**src/rtl/ienc_loader.sv**
```systemverilog
// Instruction encoder/loader: packs decoded instruction fields into 16-bit words and writes them
// sequentially into instruction memory. Optional immediate range checking via IENC_IMM_CHECK_EN.
module ienc_loader (
  input  logic        clk,
  input  logic        rst_n,
  input  logic        restart,
  input  logic        in_valid,
  output logic        in_ready,
  input  logic [3:0]  mnem,
  input  logic [2:0]  rn,
  input  logic [2:0]  rd,
  input  logic [2:0]  rm,
  input  logic [1:0]  sh,
  input  logic [15:0] imm,
  output logic        out_valid,
  input  logic        out_ready,
  output logic [7:0]  out_addr,
  output logic [15:0] out_wdata,
  output logic [8:0]  count,
  output logic        done,
  output logic        full,
  output logic        err_illegal,
  output logic        err_imm
);

  localparam logic [1:0] IDLE  = 2'd0;
  localparam logic [1:0] WRITE = 2'd1;
  localparam logic [1:0] DONE  = 2'd2;

  localparam logic [3:0] OP_MOV_IMM = 4'd0;
  localparam logic [3:0] OP_MOV     = 4'd1;
  localparam logic [3:0] OP_ADD     = 4'd2;
  localparam logic [3:0] OP_CMP     = 4'd3;
  localparam logic [3:0] OP_AND     = 4'd4;
  localparam logic [3:0] OP_MVN     = 4'd5;
  localparam logic [3:0] OP_LDR     = 4'd6;
  localparam logic [3:0] OP_STR     = 4'd7;
  localparam logic [3:0] OP_HALT    = 4'd8;

  logic [1:0]  state;
  logic [7:0]  addr;
  logic [15:0] wdata;
  logic        is_halt;
  logic [15:0] enc;
  logic        illegal;
  logic        imm_bad;

  assign illegal   = (mnem > OP_HALT);
  assign in_ready  = (state == IDLE);
  assign out_valid = (state == WRITE);
  assign done      = (state == DONE);
  assign out_addr  = addr;
  assign out_wdata = wdata;

  always_comb begin
    enc = 16'h0000;
    case (mnem)
      OP_MOV_IMM: enc = {3'b110, 2'b10, rn, imm[7:0]};
      OP_MOV:     enc = {3'b110, 2'b00, 3'b000, rd, sh, rm};
      OP_ADD:     enc = {3'b101, 2'b00, rn, rd, sh, rm};
      OP_CMP:     enc = {3'b101, 2'b01, rn, 3'b000, sh, rm};
      OP_AND:     enc = {3'b101, 2'b10, rn, rd, sh, rm};
      OP_MVN:     enc = {3'b101, 2'b11, 3'b000, rd, sh, rm};
      OP_LDR:     enc = {3'b011, 2'b00, rn, rd, imm[4:0]};
      OP_STR:     enc = {3'b100, 2'b00, rn, rd, imm[4:0]};
      OP_HALT:    enc = 16'hE000;
      default:    enc = 16'h0000;
    endcase
  end

`ifdef IENC_IMM_CHECK_EN
  // An immediate fits when every bit above the field's sign bit matches that sign bit.
  assign imm_bad = ((mnem == OP_MOV_IMM) && (imm[15:7] != {9{imm[7]}})) ||
                   (((mnem == OP_LDR) || (mnem == OP_STR)) && (imm[15:4] != {12{imm[4]}}));

  always_ff @(posedge clk or negedge rst_n) begin
    if (!rst_n)
      err_imm <= 1'b0;
    else if (restart)
      err_imm <= 1'b0;
    else if ((state == IDLE) && in_valid && !illegal && imm_bad)
      err_imm <= 1'b1;
  end
`else
  logic unused_imm_hi;
  assign unused_imm_hi = ^imm[15:8];
  assign imm_bad       = 1'b0;
  assign err_imm       = 1'b0;
`endif

  always_ff @(posedge clk or negedge rst_n) begin
    if (!rst_n) begin
      state       <= IDLE;
      addr        <= 8'h00;
      wdata       <= 16'h0000;
      is_halt     <= 1'b0;
      count       <= 9'd0;
      full        <= 1'b0;
      err_illegal <= 1'b0;
    end else if (restart) begin
      state       <= IDLE;
      addr        <= 8'h00;
      wdata       <= 16'h0000;
      is_halt     <= 1'b0;
      count       <= 9'd0;
      full        <= 1'b0;
      err_illegal <= 1'b0;
    end else begin
      case (state)
        IDLE: begin
          if (in_valid) begin
            if (illegal) begin
              err_illegal <= 1'b1;
            end else if (!imm_bad) begin
              wdata   <= enc;
              is_halt <= (mnem == OP_HALT);
              state   <= WRITE;
            end
          end
        end
        WRITE: begin
          if (out_ready) begin
            count <= count + 9'd1;
            addr  <= addr + 8'd1;
            if (addr == 8'hFF)
              full <= 1'b1;
            state <= (is_halt || (addr == 8'hFF)) ? DONE : IDLE;
          end
        end
        DONE: state <= DONE;
        default: state <= IDLE;
      endcase
    end
  end

endmodule

```
**config.mk**
```make
export PLATFORM = sky130hd
export DESIGN_NAME = ienc_loader
export DESIGN_NICKNAME = d
export VERILOG_FILES = /design/src/rtl/ienc_loader.sv
export SDC_FILE = /design/constraint.sdc
export NUM_CORES = 1
export LEC_CHECK = 0
export CAP_MARGIN = 40
export CORE_ASPECT_RATIO = 0.6
export CORE_UTILIZATION = 46
export CTS_BUF_LIST = sky130_fd_sc_hd__clkbuf_4 sky130_fd_sc_hd__clkbuf_8
export DETAILED_ROUTE_END_ITERATION = 10
export PLACE_DENSITY = 0.84
export RECOVER_POWER = 100
export SYNTH_ARGS = -nofsm -noshare
export SYNTH_HDL_FRONTEND = slang
export SYNTH_SLANG_ARGS = --single-unit
```
**constraint.sdc**
```tcl
create_clock -name clk -period 4.2 [get_ports clk]
set_input_delay 0.84 -clock clk [delete_from_list [all_inputs] [get_ports clk]]
set_output_delay 0.84 -clock clk [all_outputs]
set_load 0.005 [all_outputs]
```
* After elaboration in Yosys (flattened, before gate mapping)
Index checks and enable logic that the tools add are counted.
Word-level totals: bits in registers 38, output and inout bits 39, bits of input ports 36, word-level logic and storage cells 68
Cells by class: reductions and logical operators 14, multiplexer cells 29, equality and inequality tests 15, order comparisons 1, $add $sub $neg 2
Operator list (count):
- case mux 16 bit (9 select lines) | 1
- 2-to-1 mux 16 bit | 4
- 2-to-1 mux 9 bit | 3
- 2-to-1 mux 8 bit | 3
- == test 4 x 3 -> 1 bit (second input constant) | 4
- 2-to-1 mux 1 bit | 12
- AND reduction 3 bit | 4
- nonzero test 2 bit | 6
- 2-to-1 mux 2 bit | 5
- adder 9 x 1 -> 9 bit (second input constant) | 1
- adder 8 x 1 -> 8 bit (second input constant) | 1
- == test 4 x 2 -> 1 bit (second input constant) | 2
- == test 8 bit (second input constant) | 1
- != test 3 bit (second input constant) | 2
- case mux 2 bit (3 select lines) | 1
- == test 4 x 1 -> 1 bit (second input constant) | 1
- == test 4 bit (second input constant) | 1
- > comparator 4 bit (second input constant) | 1
- zero test 4 bit | 1
- != test 3 x 2 -> 1 bit (second input constant) | 1
- == test 2 x 1 -> 1 bit (second input constant) | 1
- == test 2 bit (second input constant) | 1
- zero test 2 bit | 1
- != test 2 bit (second input constant) | 1
- 2 further kinds | 2

* Logic depth before layout (Yosys ltp)
Gate-level depths: netlist of run 1.
depth in word-level cells 6, mapped depth 6, mapped depth without buffers 5

* Worst setup path after synthesis of run 1
OpenSTA, ideal clock, no wires.
path type input to register, start point input mnem[0], end point register wdata[14], in the netlist out_wdata[14], cell stages on the path 5, setup slack 2.251 ns, setup time 0.121 ns, buffers on the path 1, data arrival time 1.828 ns, data required time 4.079 ns, cells stage by stage or3_4 nand2_4 a31oi_4 buf_6 a22o_1
Between the ends: word-level cells in the longest chain between the ends 6, elaborated cells on any way between the ends 17, classes of those cells order compare (1); eq/ne (9); mux (5); reduce/logical (2)
Ends and longest elaborated chain:
- from (decl) | RTL line 9 | input logic [3:0] mnem,
- == test 4 bit, or another cell as far along | RTL line 57 | case (mnem)
- case mux 16 bit (9 select lines) | RTL line 57
- 2-to-1 mux 16 bit | RTL line 112 | if (illegal) begin
- 2-to-1 mux 16 bit | RTL line 111 | if (in_valid) begin
- 2-to-1 mux 16 bit | RTL line 109 | case (state)
- 2-to-1 mux 16 bit | RTL line 100 | end else if (restart) begin
- to (signal assigned) | RTL line 115 | wdata <= enc;
- to (decl) | RTL line 42 | logic [15:0] wdata;
Parallel ways exist; a longest one is shown, timed or not. The select of a mux whose other input is x is not followed. A chain may end at the register's enable or synchronous reset.

* Worst setup path after layout of run 1
start point input mnem[1], end point register wdata[12], in the netlist out_wdata[12]
Same word-level chain as after synthesis.

==> flow_summary.toml, run 1 <==
[status]
outcome = "complete, but fails checks"
violations = "max-capacitance violations, max-slew violations"

[sta]
rsz0062_at_grt = "false"
final.min_clock_period_ns = 2.60
finalSetupViolations = 0
maxSlewHeadroom = -0.0927
whs_ns = 0.419
min_period_over_period = 0.619
fin_setup_tns_ns = 0
finalMaxSlewViolations = 33
hold_viol = 0
tightest_slew_ns = 1.64
max_freq_ghz = 0.385
finClkSkew_ns = 0.0109

[clocking]
clk_pin_slew_ns = 0.07
cts_tree = "yes"
cts_root_buf = "clkbuf_8"
h-tree-depth = 2
cts_buffer_depth = 2
post_cts_resized = 0
clock-sinks = 38
cts-buffers-inserted = 5
hold_buffers = 0
post_cts_buffers = 0
insertion_delay_ns = 0.30

[logic_synthesis]
synth_area_leaders = "dfrtp_1, a22o_1, xor2_1"
post_synth_instance_area_sq_um = 1900
syn_avg_cell_area_sq_um = 10.8
yosys.cell_types.count = 38
async_flop_share = 1.00
ys.flop_type = "dfrtp_1"
yosysSeqAreaShare = 0.499
synth_top_cell_area_share = 0.499
syn_inst = 176
yosysTopAreaCell = "dfrtp_1"
synth_edf_count = 0
yosysWarnings = 0
ys_ff_latch = 38
syn_nets = 214

[layout]
final_cell_mix = "dlygate4sd3_1, dfrtp_1, nor2_1, clkdlybuf4s50_1"
stdcell_count = 287
final_layout_size_suffix_gt1_frac = 0.0500
antennaDiodeCount = 0
layout_commonest_cell = "dlygate4sd3_1"
nets = 277
fin_util = 0.694
nFillCells = 295
area_delta_synth_final_pct = 38.7

[floorplan]
fp.dieH_um = 51.8
start_util = 0.500
die_w_um = 85.1
die_area_sq_um = 4410
ios = 75
num_rows = 17
core_sq_um = 3810

[job]
drv_cap = 1

[global_routing]
grt_usage = 0.225
grt_pass1_wl_mm = 7.47
grt_overflow = 0
grt_pass1_vias = 1474
antenna_found_initial = 0
grt_max_degree = 33

[worst_setup_path]
crit_start = "mnem[1]"
critPathKind = "primary input to register"
cp.arrival_ns = 2.78
start_kind = "primary input"
endpoint = "out_wdata[12]$_DFFE_PN0P_"
worst-path-max-fanout = 17
r2r_cells = 4
worstReg2RegStart = "state[1]$_DFFE_PN0P_"
required_ns = 4.38
ff2ff_setup_slack_ns = 2.43
end_kind = "register"
rr_endpoint = "out_addr[3]$_DFFE_PN0P_"

[detailed_routing]
drtIter0Drc = 51
routed_wl_mm = 4.47
via_count = 1556
drc_errors = 0
vias_per_cell = 5.42
wl_per_cell_um = 15.6
ant_nets = 0
firstDrtPassIters = 4

[power_and_ir_drop]
leakage_nw = 1.27
total_power_w = 0.000762
powerDensity_nw_per_um2 = 289
ir_drop_mv = 0.157

[placed_design]
dp_hpwl_mm = 3.20
port_buffers = 65
post-place-cells = 279
gp_congestion = 0.727

[hold_path]
hold_path.class = "primary input to asynchronous set/reset pin"
## per-stage QoR
step | area, sq um | setup WS, ns
finish | 2640 | 1.60
global route | 2640 | 1.45
CTS | 2670 | 1.72
detailed placement | 2580 | 1.44
global placement | 2560 | 1.45
floorplan | 1900 | 2.25
## layout make-up
type | count | area, sq um | share of cell area
clock buffers | 6 | 82.6 | 0.0313
clock inverters | 2 | 12.5 | 0.00474
inverters | 4 | 15.0 | 0.00568
multi-input cells | 123 | 866 | 0.328
flip-flops and latches | 38 | 951 | 0.360
well taps | 47 | 58.8 | 0.0223
repair buffers | 67 | 656 | 0.248
## worst min-delay path by stage
| stage | start | endpoint | cells past startpoint |
|---|---|---|---|
| 2_1_floorplan | is_halt$_DFFE_PN0P_ | is_halt$_DFFE_PN0P_ | 1 |
| 3_3_place_gp | out_wdata[0]$_DFFE_PN0P_ | out_wdata[0]$_DFFE_PN0P_ | 1 |
| 3_5_place_dp | out_wdata[2]$_DFFE_PN0P_ | out_wdata[2]$_DFFE_PN0P_ | 1 |
| 4_1_cts | rst_n | out_addr[1]$_DFFE_PN0P_ | 1 |
| 5_1_grt | rst_n | out_addr[1]$_DFFE_PN0P_ | 1 |
| 6_report | rst_n | out_addr[1]$_DFFE_PN0P_ | 1 |
## report_power, final
part	total (W)	internal, W	switching, W
Clock	0.000267	0.000132	0.000135
Sequential	0.000384	0.000377	0.00000722
Combinational	0.000111	0.0000586	0.0000528
## cells in the mapped netlist (2+ instances only)
master and instances:
nand2_1 6, nor3b_1 3, buf_4 2, dfrtp_1 38, xor2_1 13, inv_1 4
o2bb2ai_1 8, clkbuf_1 5, buf_2 3, ha_1 2, xnor2_1 3, and4_1 3
nor2b_1 2, nand4_1 4, nand3_1 4, a21oi_1 6, and3_1 3, a22o_1 13
o21ai_0 3, o22ai_1 2, mux2i_1 8, nand2b_1 2, nor2_1 24
## critical path, stage by stage
cell and delay (ns):
dlygate4sd3_1 0.72, or3_1 0.47, nand2_1 0.19, a31oi_4 0.24, a22o_1 0.31
## routing by layer
| metal | routed length (um) | GRT usage | up-vias |
|---|---|---|---|
| li1 | - | - | 755 |
| met1 | 2350 | 0.334 | 749 |
| met2 | 1860 | 0.324 | 47 |
| met5 | 0 | 0 | - |
| met3 | 219 | 0.0524 | 5 |
| met4 | 34 | 0.0763 | 0 |
## flip-flops by register name, summed over array words and instances, names as in the netlist
name and flops:
count 9, err_illegal 1, full 1, is_halt 1, out_addr 8, out_wdata 16
state 2
## kinds of logic after synthesis
kind of cell	after synthesis	synth area share
buffers and inverters	15	0.0394
XOR/XNOR	16	0.0736
flip-flops	38	0.499
AO/OA/AOI/OAI	38	0.160
adder cells (fa/ha/maj)	2	0.0131
multiplexers	8	0.0421
other	1	0.00197
AND/OR/NAND/NOR	58	0.171
(Power assumes the default switching activity.)
==> inputs of run 2 (changes only) <==
- CORE_UTILIZATION: 46 -> 40
- PLACE_DENSITY: 0.84 -> 0.77
- clock period: 4.2 -> 2.3 ns (I/O delays scaled with it)
==> flow_summary.toml, run 2 (synthesis results as in run 1) <==
[status]
outcome = "completed"

[layout]
area_delta_synth_final_pct = 45.5
final_area_sq_um = 2770
nFillCells = 395
nets = 285
stdcell_count = 311
final_layout_size_suffix_gt1_frac = 0.0806
antennaDiodeCount = 0
final_cell_mix = "dlygate4sd3_1, dfrtp_1, nor2_1"
largest_register_ffs = 16
fin_util = 0.607
layout_commonest_cell = "dlygate4sd3_1"

[sta]
finalMaxSlewViolations = 0
final.min_clock_period_ns = 2.13
hold_viol = 0
fin_setup_tns_ns = 0
max_freq_ghz = 0.470
rsz0062_at_grt = "false"
maxSlewHeadroom = 0.477
finClkSkew_ns = 0.0112
tightest_slew_ns = 0.785
min_period_over_period = 0.924
finalSetupViolations = 0

[power_and_ir_drop]
p_comb_frac = 0.132
internal_power_w = 0.00127
clock_power_share = 0.430
powerDensity_nw_per_um2 = 579
leakage_nw = 1.33
total_power_w = 0.00160
netSwitchingFraction = 0.211
switchingPower_w = 0.000338
seqPwrFrac = 0.438
ir_drop_mv = 0.343

[detailed_routing]
wl_met2_mm = 1.92
ant_nets = 0
drtIter0Drc = 76
vias_per_cell = 5.02
routed_wl_mm = 4.44
wl_met3_um = 167
via_count = 1562
firstDrtPassIters = 4
wl_per_cell_um = 14.3
drc_errors = 0
top_layer = "met4"
wl_met1_mm = 2.32

[clocking]
cts_tree = "yes"
clock-sinks = 38
post_cts_resized = 0
cts-buffers-inserted = 5
h-tree-depth = 2
clk_pin_slew_ns = 0.08
insertion_delay_ns = 0.29
cts_root_buf = "clkbuf_8"
cts_buffer_depth = 2

[worst_setup_path]
cp.arrival_ns = 1.67
critPathMaxStageDelay_ns = 0.62
rr_endpoint = "out_wdata[11]$_DFFE_PN0P_"
ff2ff_setup_slack_ns = 0.73
r2r_cells = 4
required_ns = 1.84
crit_start = "state[0]$_DFFE_PN0P_"
path_cells = "nor2_1 -> dlygate4sd3_1"
worst-path-max-fanout = 5
cpMaxStageDelayCell = "dlygate4sd3_1"
endpoint = "in_ready"
start_kind = "register"
worstReg2RegStart = "state[0]$_DFFE_PN0P_"
end_kind = "output pin"
critPathKind = "register to output pin"

[placed_design]
post-place-cells = 302
placed_cell_area_sq_um = 2650
dp_hpwl_mm = 3.22
gp_congestion = 0.770
port_buffers = 65

[hold_path]
hp-start = "out_wdata[4]$_DFFE_PN0P_"
hold_path.class = "register to register"

[floorplan]
ios = 75
core_sq_um = 4560
die_w_um = 91.1
num_rows = 19
start_util = 0.417
fp.dieH_um = 55.4
die_area_sq_um = 5050

[global_routing]
grt_overflow = 0
grt_max_degree = 34
grt_pass1_vias = 1503
grt_pass1_wl_mm = 7.46
grt_usage = 0.188
antenna_found_initial = 0

[job]
drv_cap = 0
-- run 2: changes by cell type in the layout (fill, tap and decap cells not counted), sizes merged --
| cell | change |
|---|---|
| clkbuf | +1 |
| dlygate4sd3 | +2 |
| clkinvlp | -1 |
| clkinv | -1 |
| bufinv | +2 |
| buf | +6 |
| clkdlybuf4s50 | -1 |
-- run 2: how the worst min path moves through the flow --
| stage | to | cells past startpoint |
|---|---|---|
| floorplan | count[0]$_DFFE_PN0P_ | 0 |
| global route | out_wdata[4]$_DFFE_PN0P_ | 1 |
| finish | out_wdata[4]$_DFFE_PN0P_ | 1 |
| detailed placement | out_wdata[3]$_DFFE_PN0P_ | 1 |
| CTS | out_wdata[4]$_DFFE_PN0P_ | 1 |
| global placement | out_wdata[0]$_DFFE_PN0P_ | 1 |
-- run 2: timing repair --
action | in CTS | in global routing
endpoints found under the setup margin | 0 | 0
hold buffers | 1 | 0
endpoints found under the hold margin | 5 | 0
setup buffers | 0 | 0
-- run 2: metrics by stage --
stage	setup WS, ns	hold slack, ns
floorplan	0.731	0.164
global placement	0.243	0.471
detailed placement	0.226	0.300
CTS	0.206	0.495
global route	0.0961	0.503
finish	0.174	0.486
-- run 2: area by class of cell --
| class | count | area (sq um) | area share |
|---|---|---|---|
| clock buffer | 6 | 82.6 | 0.0298 |
| clock inverter | 2 | 60.1 | 0.0217 |
| inverter | 4 | 15.0 | 0.00542 |
| multi-input combinational | 123 | 866 | 0.313 |
| sequential | 38 | 951 | 0.343 |
| tap | 63 | 78.8 | 0.0285 |
| timing repair buffer | 75 | 717 | 0.259 |
-- run 2: per-layer routing --
metal / vias up / track usage
met5: - / 0
met4: 0 / 0.0340
met3: 4 / 0.0399
met2: 39 / 0.269
met1: 751 / 0.293
li1: 768 / -
-- run 2: power groups by stage --
stage | Sequential (W) | Combinational (W) | Clock, W
after detailed placement | 0.000715 | 0.000227 | 0
after floorplan | 0.000715 | 0.0000963 | 0
after global routing | 0.000704 | 0.000233 | 0.000732
after global placement | 0.000715 | 0.000220 | 0
after CTS | 0.000702 | 0.000230 | 0.000704
final | 0.000702 | 0.000212 | 0.000690
-- run 2: worst max-delay path, delay by kind of cell, from the launching register on --
family / cells / cell delay [ns]
buf+inv: 1 / 0.62
simple gates: 1 / 0.31
flops: 1 / 0.44
